### config.mk
export PLATFORM = sky130hd
export DESIGN_NAME = sys_debug_ctrl
export DESIGN_NICKNAME = d
export VERILOG_FILES = /design/src/rtl/sys_dbg_pkg.sv /design/src/rtl/sys_debounce.sv /design/src/rtl/sys_debug_ctrl.sv
export SDC_FILE = /design/constraint.sdc
export NUM_CORES = 1
export LEC_CHECK = 0
export ABC_AREA = 1
export CORE_AREA = 3 3 124 126
export DETAILED_ROUTE_END_ITERATION = 8
export DIE_AREA = 0 0 127 129
export GPL_TIMING_DRIVEN = 0
export HOLD_SLACK_MARGIN = 0.06
export PLACE_DENSITY = 0.83
export SYNTH_ARGS = -nofsm -noshare
export SYNTH_HDL_FRONTEND = slang
export SYNTH_SLANG_ARGS = --single-unit
export TNS_END_PERCENT = 50
### constraint.sdc
create_clock -name clk -period 1.7 [get_ports clk]
set_input_delay 0.17 -clock clk [delete_from_list [all_inputs] [get_ports clk]]
set_output_delay 0.17 -clock clk [all_outputs]
set_load 0.005 [all_outputs]
### src/rtl/sys_dbg_pkg.sv
// Run-control encodings shared by the debug controller and its bench.
// Pure definitions, no latency or flow control involved.
package sys_dbg_pkg;

   localparam logic [1:0] MODE_HALT = 2'b00;
   localparam logic [1:0] MODE_RUN  = 2'b01;
   localparam logic [1:0] MODE_STEP = 2'b10;
   localparam logic [1:0] MODE_BRK  = 2'b11;

   typedef enum logic [1:0] {
      S_HALT = 2'b00,
      S_RUN  = 2'b01,
      S_STEP = 2'b10,
      S_BRK  = 2'b11
   } state_t;

   function automatic state_t mode_to_state(input logic [1:0] mode);
      state_t st;
      case (mode)
         MODE_RUN:  st = S_RUN;
         MODE_STEP: st = S_STEP;
         MODE_BRK:  st = S_BRK;
         default:   st = S_HALT;
      endcase
      return st;
   endfunction

endpackage

### src/rtl/sys_debounce.sv
// Step button: 2-flop sync, DEB_CYCLES-sample debounce, registered rising-edge pulse.
// Pulse appears DEB_CYCLES+3 edges after a clean press; no backpressure, pulse is fire-and-forget.
module sys_debounce #(
   parameter int DEB_CYCLES = 16
) (
   input  logic i_clk,
   input  logic i_rst,
   input  logic i_btn,
   output logic o_pulse
);

   localparam int CW = (DEB_CYCLES > 1) ? $clog2(DEB_CYCLES) : 1;
   localparam logic [CW-1:0] LAST = CW'(DEB_CYCLES - 1);

   logic          r_sync1;
   logic          r_sync2;
   logic [CW-1:0] r_cnt;
   logic          r_stable;
   logic          r_stable_q;
   logic          r_pulse;

   always_ff @(posedge i_clk) begin
      if (i_rst) begin
         r_sync1    <= 1'b0;
         r_sync2    <= 1'b0;
         r_cnt      <= '0;
         r_stable   <= 1'b0;
         r_stable_q <= 1'b0;
         r_pulse    <= 1'b0;
      end else begin
         r_sync1    <= i_btn;
         r_sync2    <= r_sync1;
         r_stable_q <= r_stable;
         r_pulse    <= r_stable & ~r_stable_q;
         // counter tracks a run of samples disagreeing with the stable level
         if (r_sync2 == r_stable) begin
            r_cnt <= '0;
         end else if (r_cnt == LAST) begin
            r_stable <= r_sync2;
            r_cnt    <= '0;
         end else begin
            r_cnt <= r_cnt + CW'(1);
         end
      end
   end

   assign o_pulse = r_pulse;

endmodule

### src/rtl/sys_debug_ctrl.sv
// CPU clock-enable generator (halt/run/step/run-to-break) plus debug LED mux and heartbeat.
// All outputs registered, one cycle behind their inputs; the core has no way to stall this block.
module sys_debug_ctrl
   import sys_dbg_pkg::*;
#(
   parameter  int DIVISOR    = 25_000_000,
   parameter  int NUM_CH     = 8,
   parameter  int CH_W       = 27,
   parameter  int PC_W       = 32,
   parameter  int DEB_CYCLES = 16,
   localparam int SEL_W      = (NUM_CH > 1) ? $clog2(NUM_CH) : 1
) (
   input  logic                   clk,
   input  logic                   SYS_reset,
   input  logic [1:0]             SYS_mode,
   input  logic                   SYS_step,
   input  logic [PC_W-1:0]        SYS_bp_addr,
   input  logic [SEL_W-1:0]       SYS_output_sel,
   input  logic [PC_W-1:0]        dbg_pc,
   input  logic [NUM_CH*CH_W-1:0] dbg_data,
   output logic                   cpu_en,
   output logic [CH_W-1:0]        SYS_leds,
   output logic                   CLK_led,
   output logic                   bp_hit
);

   localparam int CNT_W = $clog2(DIVISOR) + 1;
   localparam logic [CNT_W-1:0] DIV_LAST = CNT_W'(DIVISOR - 1);

   state_t           r_state;
   state_t           w_state_nxt;
   logic [CNT_W-1:0] r_cnt;
   logic             r_cpu_en;
   logic             r_clk_led;
   logic             r_bp_hit;
   logic [CH_W-1:0]  r_leds;

   logic             w_tick;
   logic             w_pc_match;
   logic             w_step_req;
   logic             w_counting;
   logic             w_en_nxt;
   logic             w_bp_set;
   logic [CH_W-1:0]  w_led_nxt;

   sys_debounce #(
      .DEB_CYCLES (DEB_CYCLES)
   ) u_step_deb (
      .i_clk   (clk),
      .i_rst   (SYS_reset),
      .i_btn   (SYS_step),
      .o_pulse (w_step_req)
   );

   always_ff @(posedge clk) begin
      if (SYS_reset) begin
         r_state <= S_HALT;
      end else begin
         r_state <= w_state_nxt;
      end
   end

   always_comb begin
      w_state_nxt = mode_to_state(SYS_mode);
   end

   assign w_tick     = (r_cnt == DIV_LAST);
   assign w_pc_match = (dbg_pc == SYS_bp_addr);
   assign w_counting = (r_state == S_RUN) || (r_state == S_BRK);

   // enable is decided by the state in force before the edge, so a tick
   // already due on a mode-change edge is still delivered
   always_comb begin
      w_en_nxt = 1'b0;
      w_bp_set = 1'b0;
      case (r_state)
         S_RUN:  w_en_nxt = w_tick;
         S_BRK: begin
            w_en_nxt = w_tick & ~r_bp_hit & ~w_pc_match;
            w_bp_set = w_tick & w_pc_match;
         end
         S_STEP: w_en_nxt = w_step_req;
         default: w_en_nxt = 1'b0;
      endcase
   end

   always_ff @(posedge clk) begin
      if (SYS_reset) begin
         r_cnt <= '0;
      end else if ((w_state_nxt != r_state) || !w_counting || w_tick) begin
         r_cnt <= '0;
      end else begin
         r_cnt <= r_cnt + CNT_W'(1);
      end
   end

   always_ff @(posedge clk) begin
      if (SYS_reset) begin
         r_cpu_en  <= 1'b0;
         r_clk_led <= 1'b0;
         r_bp_hit  <= 1'b0;
      end else begin
         r_cpu_en  <= w_en_nxt;
         r_clk_led <= r_clk_led ^ w_en_nxt;
         if (r_state != S_BRK) begin
            r_bp_hit <= 1'b0;
         end else if (w_bp_set) begin
            r_bp_hit <= 1'b1;
         end
      end
   end

   // out-of-range selects match no channel and fall through to zero
   always_comb begin
      w_led_nxt = '0;
      for (int i = 0; i < NUM_CH; i++) begin
         if (SYS_output_sel == SEL_W'(i)) begin
            w_led_nxt = dbg_data[i*CH_W +: CH_W];
         end
      end
   end

   always_ff @(posedge clk) begin
      if (SYS_reset) begin
         r_leds <= '0;
      end else begin
         r_leds <= w_led_nxt;
      end
   end

   assign cpu_en   = r_cpu_en;
   assign CLK_led  = r_clk_led;
   assign bp_hit   = r_bp_hit;
   assign SYS_leds = r_leds;

endmodule
==> out/qor.yml <==
outcome:
  outcome: "finished, violations left"
  violations: "negative setup slack"
place:
  numPortBuffers: 316
  gp_congestion: 0.898
  placed_area_um2: 8080
  dp_hpwl_mm: 17.7
setup_path:
  reg2reg_to: "r_cnt[16]$_SDFF_PP0_"
  worstPathArrival_ns: 1.98
  crit_start: "r_cnt[0]$_SDFF_PP0_"
  critPathRequiredTime_ns: 1.91
  start_kind: "flip-flop"
  reg2reg_depth: 11
  crit_path_end_kind: "flip-flop"
  r2r_start: "r_cnt[0]$_SDFF_PP0_"
  ff2ff_setup_slack_ns: -0.06
  endpoint: "r_cnt[16]$_SDFF_PP0_"
  crit_type: "reg -> reg"
  path_max_fanout: 5
synthesis:
  synth.distinct_cells: 39
  netlist_instances: 751
  synth-seq-area-share_pct: 28.6
  async_reset_ff_share_pct: 0
  synth_area_per_cell_um2: 6.24
  synth_top_area_cell: "dfxtp_1"
  synth_edf_count: 0
  netlist.area_leader.share_pct: 28.6
  synth_area_um2: 4690
  ys_warn_count: 0
  ys_ff_latch: 67
  syn-num-nets: 1041
  synth_flop_cell: "dfxtp_1"
  synth_area_leaders: "dfxtp_1 (29%), nand2_1 (20%), inv_1 (8.2%), a21oi_1 (6.1%), xnor2_1 (5.2%)"
routing:
  drc: 0
  vias_per_cell: 4.85
  drt_iter0_drc: 392
  postRouteAntennaNets: 0
  post_drt_wl_per_cell_um: 17.1
  vias: 6237
  dr.pass1.iters: 5
  wl_mm: 22.0
clock_tree:
  cts_max_path_buffers: 2
  path_clk_slew_ns: 0.06
  cts_buffers: 9
  clkLatencyLatePin_ns: 0.33
  clock_sinks: 67
  clockRootBuffer: "clkbuf_16"
  h-tree-depth: 3
  cts_tree: "built"
  holdBufCountCts: 0
grt:
  antenna_found_initial: 0
  grt_pass1_vias: 5868
  grt_busiest_layer: "met2"
  grt_usage_pct: 25.1
  grt_pass1_wl_mm: 31.5
  grt_util_met1_pct: 27.4
  grt_use_met3_pct: 8.68
  grt_overflow: 0
  grt_max_degree: 13
  grt_util_met2_pct: 44.6
sta:
  period_share_pct: 104
  worstMarginPinSlew_ns: 0.618
  setup-violations-final: 15
  fmax_mhz: 567
  grt_setup_unrepaired: "yes"
  fin_ws_ns: -0.0645
  fin_setup_tns_ns: -0.613
  clock-skew-final_ns: 0.00717
  period_needed_ns: 1.76
  maxSlewViolCount: 0
  finalHoldViolCount: 0
  relSlewSlack_pct: 58.8
floorplan:
  die_area_um2: 16400
  core_area_um2: 14400
  die-width_um: 127
  rows: 44
  num_io_pins: 318
  die_h_um: 129
  start_util_pct: 32.5
min_path:
  hold_class: "in -> reg"
pwr:
  swShare_pct: 23.7
  p_per_area_nw_per_um2: 591
  p_switching_mw: 1.23
  seqPwrFrac_pct: 31.6
  peakVddDrop_mv: 0.632
  p_leak_nw: 3.82
  combPwrFrac_pct: 26.7
  internal-power_mw: 3.98
  clock_power_share_pct: 41.7
job:
  drv_cap: 0
layout:
  antennaDiodeCount: 0
  drive_gt1_share_pct: 12.1
  fin_area_um2: 8830
  layout.nets: 1388
  fill_cells: 1289
  final_util_pct: 61.2
  syn2layout_area_growth_pct: 88.5
==> per-stage QoR <==
step | setup WS [ns] | power (mW) | instances | hold WS [ns]
floorplan | 0.113 | 2.09 | 751 | 0.242
global placement | -0.620 | 3.04 | 1251 | 0.377
detailed placement | -0.642 | 3.05 | 1251 | 0.393
CTS | -0.0394 | 5.24 | 1276 | 0.353
global route | -0.238 | 5.43 | 1287 | 0.376
finish | -0.0645 | 5.22 | 1287 | 0.361
==> synthesized netlist by cell type (all sizes together) (2+ instances only) <==
cell	instances
o21a	2
nor2	59
clkinv	2
nand3	44
xor2	5
ha	2
o21ai	31
inv	111
clkbuf	4
a221oi	4
nand4	32
a21oi	57
nor3	17
nor4	4
dfxtp	67
nand2	249
xnor2	28
buf	22
a41oi	3
o2111ai	3
==> placed cells by master, fill, tap and decap left out, types with 3 or more instances in the layout <==
cell	synthesis	layout
o21ai_0	18	15
nor3_4	3	5
nand2_2	5	11
dfxtp_1	67	62
dfxtp_2	0	3
clkdlybuf4s50_1	0	314
nand2_1	244	233
buf_4	7	25
o21ai_1	13	14
clkbuf_1	4	3
nor4_1	4	3
nand3_4	1	3
buf_6	5	8
bufinv_16	0	3
nand4_1	32	32
xnor2_1	28	28
nor2_4	4	8
a21oi_1	57	49
nor3_2	3	5
a21oi_2	0	8
nand2_4	0	5
clkbuf_16	0	10
xor2_1	5	5
nand3_1	41	40
nor3_1	11	7
nor2_1	51	48
inv_1	102	101
inv_2	9	7
inv_4	0	3
a221oi_2	4	4
o2111ai_1	3	3
buf_2	8	5
==> worst max-delay path, stage by stage (launching register included) <==
cell	delay, ns
dfxtp_4	0.36
ha_4	0.15
nand2_4	0.06
nor2_4	0.14
nand2_2	0.10
nor2_4	0.12
nand4_1	0.20
nand2_4	0.21
inv_4	0.06
buf_6	0.13
nand2_2	0.05
a22oi_2	0.05
==> how the worst min path moves through the flow <==
stage / startpoint / endpoint / slack [ns] / cells past startpoint
after floorplan: SYS_reset / SYS_leds[15]$_SDFF_PP0_ / 0.24 / 1
after global placement: u_step_deb.r_stable_q$_SDFF_PP0_ / u_step_deb.o_pulse$_SDFF_PP0_ / 0.38 / 1
after detailed placement: u_step_deb.r_stable_q$_SDFF_PP0_ / u_step_deb.o_pulse$_SDFF_PP0_ / 0.39 / 1
after CTS: SYS_step / u_step_deb.r_sync1$_SDFF_PP0_ / 0.35 / 3
after global routing: SYS_step / u_step_deb.r_sync1$_SDFF_PP0_ / 0.38 / 3
final: SYS_step / u_step_deb.r_sync1$_SDFF_PP0_ / 0.36 / 3
==> cells by family (layout without fill, tap and decap cells) <==
logic type / count (synthesis) / after routing / synth area share, %
fa+ha+maj: 2 / 2 / 0.534
compound gates: 103 / 103 / 12.7
buf+inv: 139 / 491 / 12.7
flops: 67 / 67 / 28.6
simple gates: 407 / 407 / 39.2
xor+xnor: 33 / 33 / 6.17
==> flip-flops by register name, summed over array words and instances, names as in the netlist <==
| name | flops |
|---|---|
| r_cnt | 26 |
| r_state | 2 |
| SYS_leds | 27 |
| u_step_deb.o_pulse | 1 |
| u_step_deb.r_sync2 | 1 |
| u_step_deb.r_cnt | 4 |
| cpu_en | 1 |
| bp_hit | 1 |
| u_step_deb.r_sync1 | 1 |
| u_step_deb.r_stable | 1 |
| u_step_deb.r_stable_q | 1 |
| CLK_led | 1 |
==> power groups by stage <==
| stage | combinational, mW | clock, mW | sequential (mW) |
|---|---|---|---|
| 2_1_floorplan | 0.399 | 0 | 1.69 |
| 3_3_place_gp | 1.35 | 0 | 1.69 |
| 3_5_place_dp | 1.36 | 0 | 1.69 |
| 4_1_cts | 1.39 | 2.20 | 1.65 |
| 5_1_grt | 1.50 | 2.27 | 1.66 |
| 6_report | 1.39 | 2.18 | 1.65 |
==> metal layers <==
layer	part of all wire (%)	wire, um	vias to the layer above
met1	37	8150	2799
met4	4.0	878	0
li1	-	-	3105
met3	9.1	2000	59
met5	0	0	-
met2	50	11000	274
==> repair_timing <==
| item | CTS | global route |
|---|---|---|
| setup endpoints to repair | 47 | 35 |
| cloned | 1 | 1 |
| gates resized for setup | 27 | 47 |
| hold endpoints to repair | 0 | 0 |
| buffers inserted | 8 | 10 |
| pin swaps | 8 | 17 |
==> layout make-up <==
type / count / area [um2] / share of cell area (%)
Clock buffer: 10 / 239 / 2.71
Buffer: 26 / 188 / 2.13
Inverter: 113 / 432 / 4.89
Clock inverter: 6 / 111 / 1.26
Tap cell: 184 / 230 / 2.61
Sequential cell: 67 / 1350 / 15.3
Multi-Input combinational cell: 545 / 2940 / 33.3
Timing Repair Buffer: 336 / 3340 / 37.8
(Power assumes the default switching activity.)
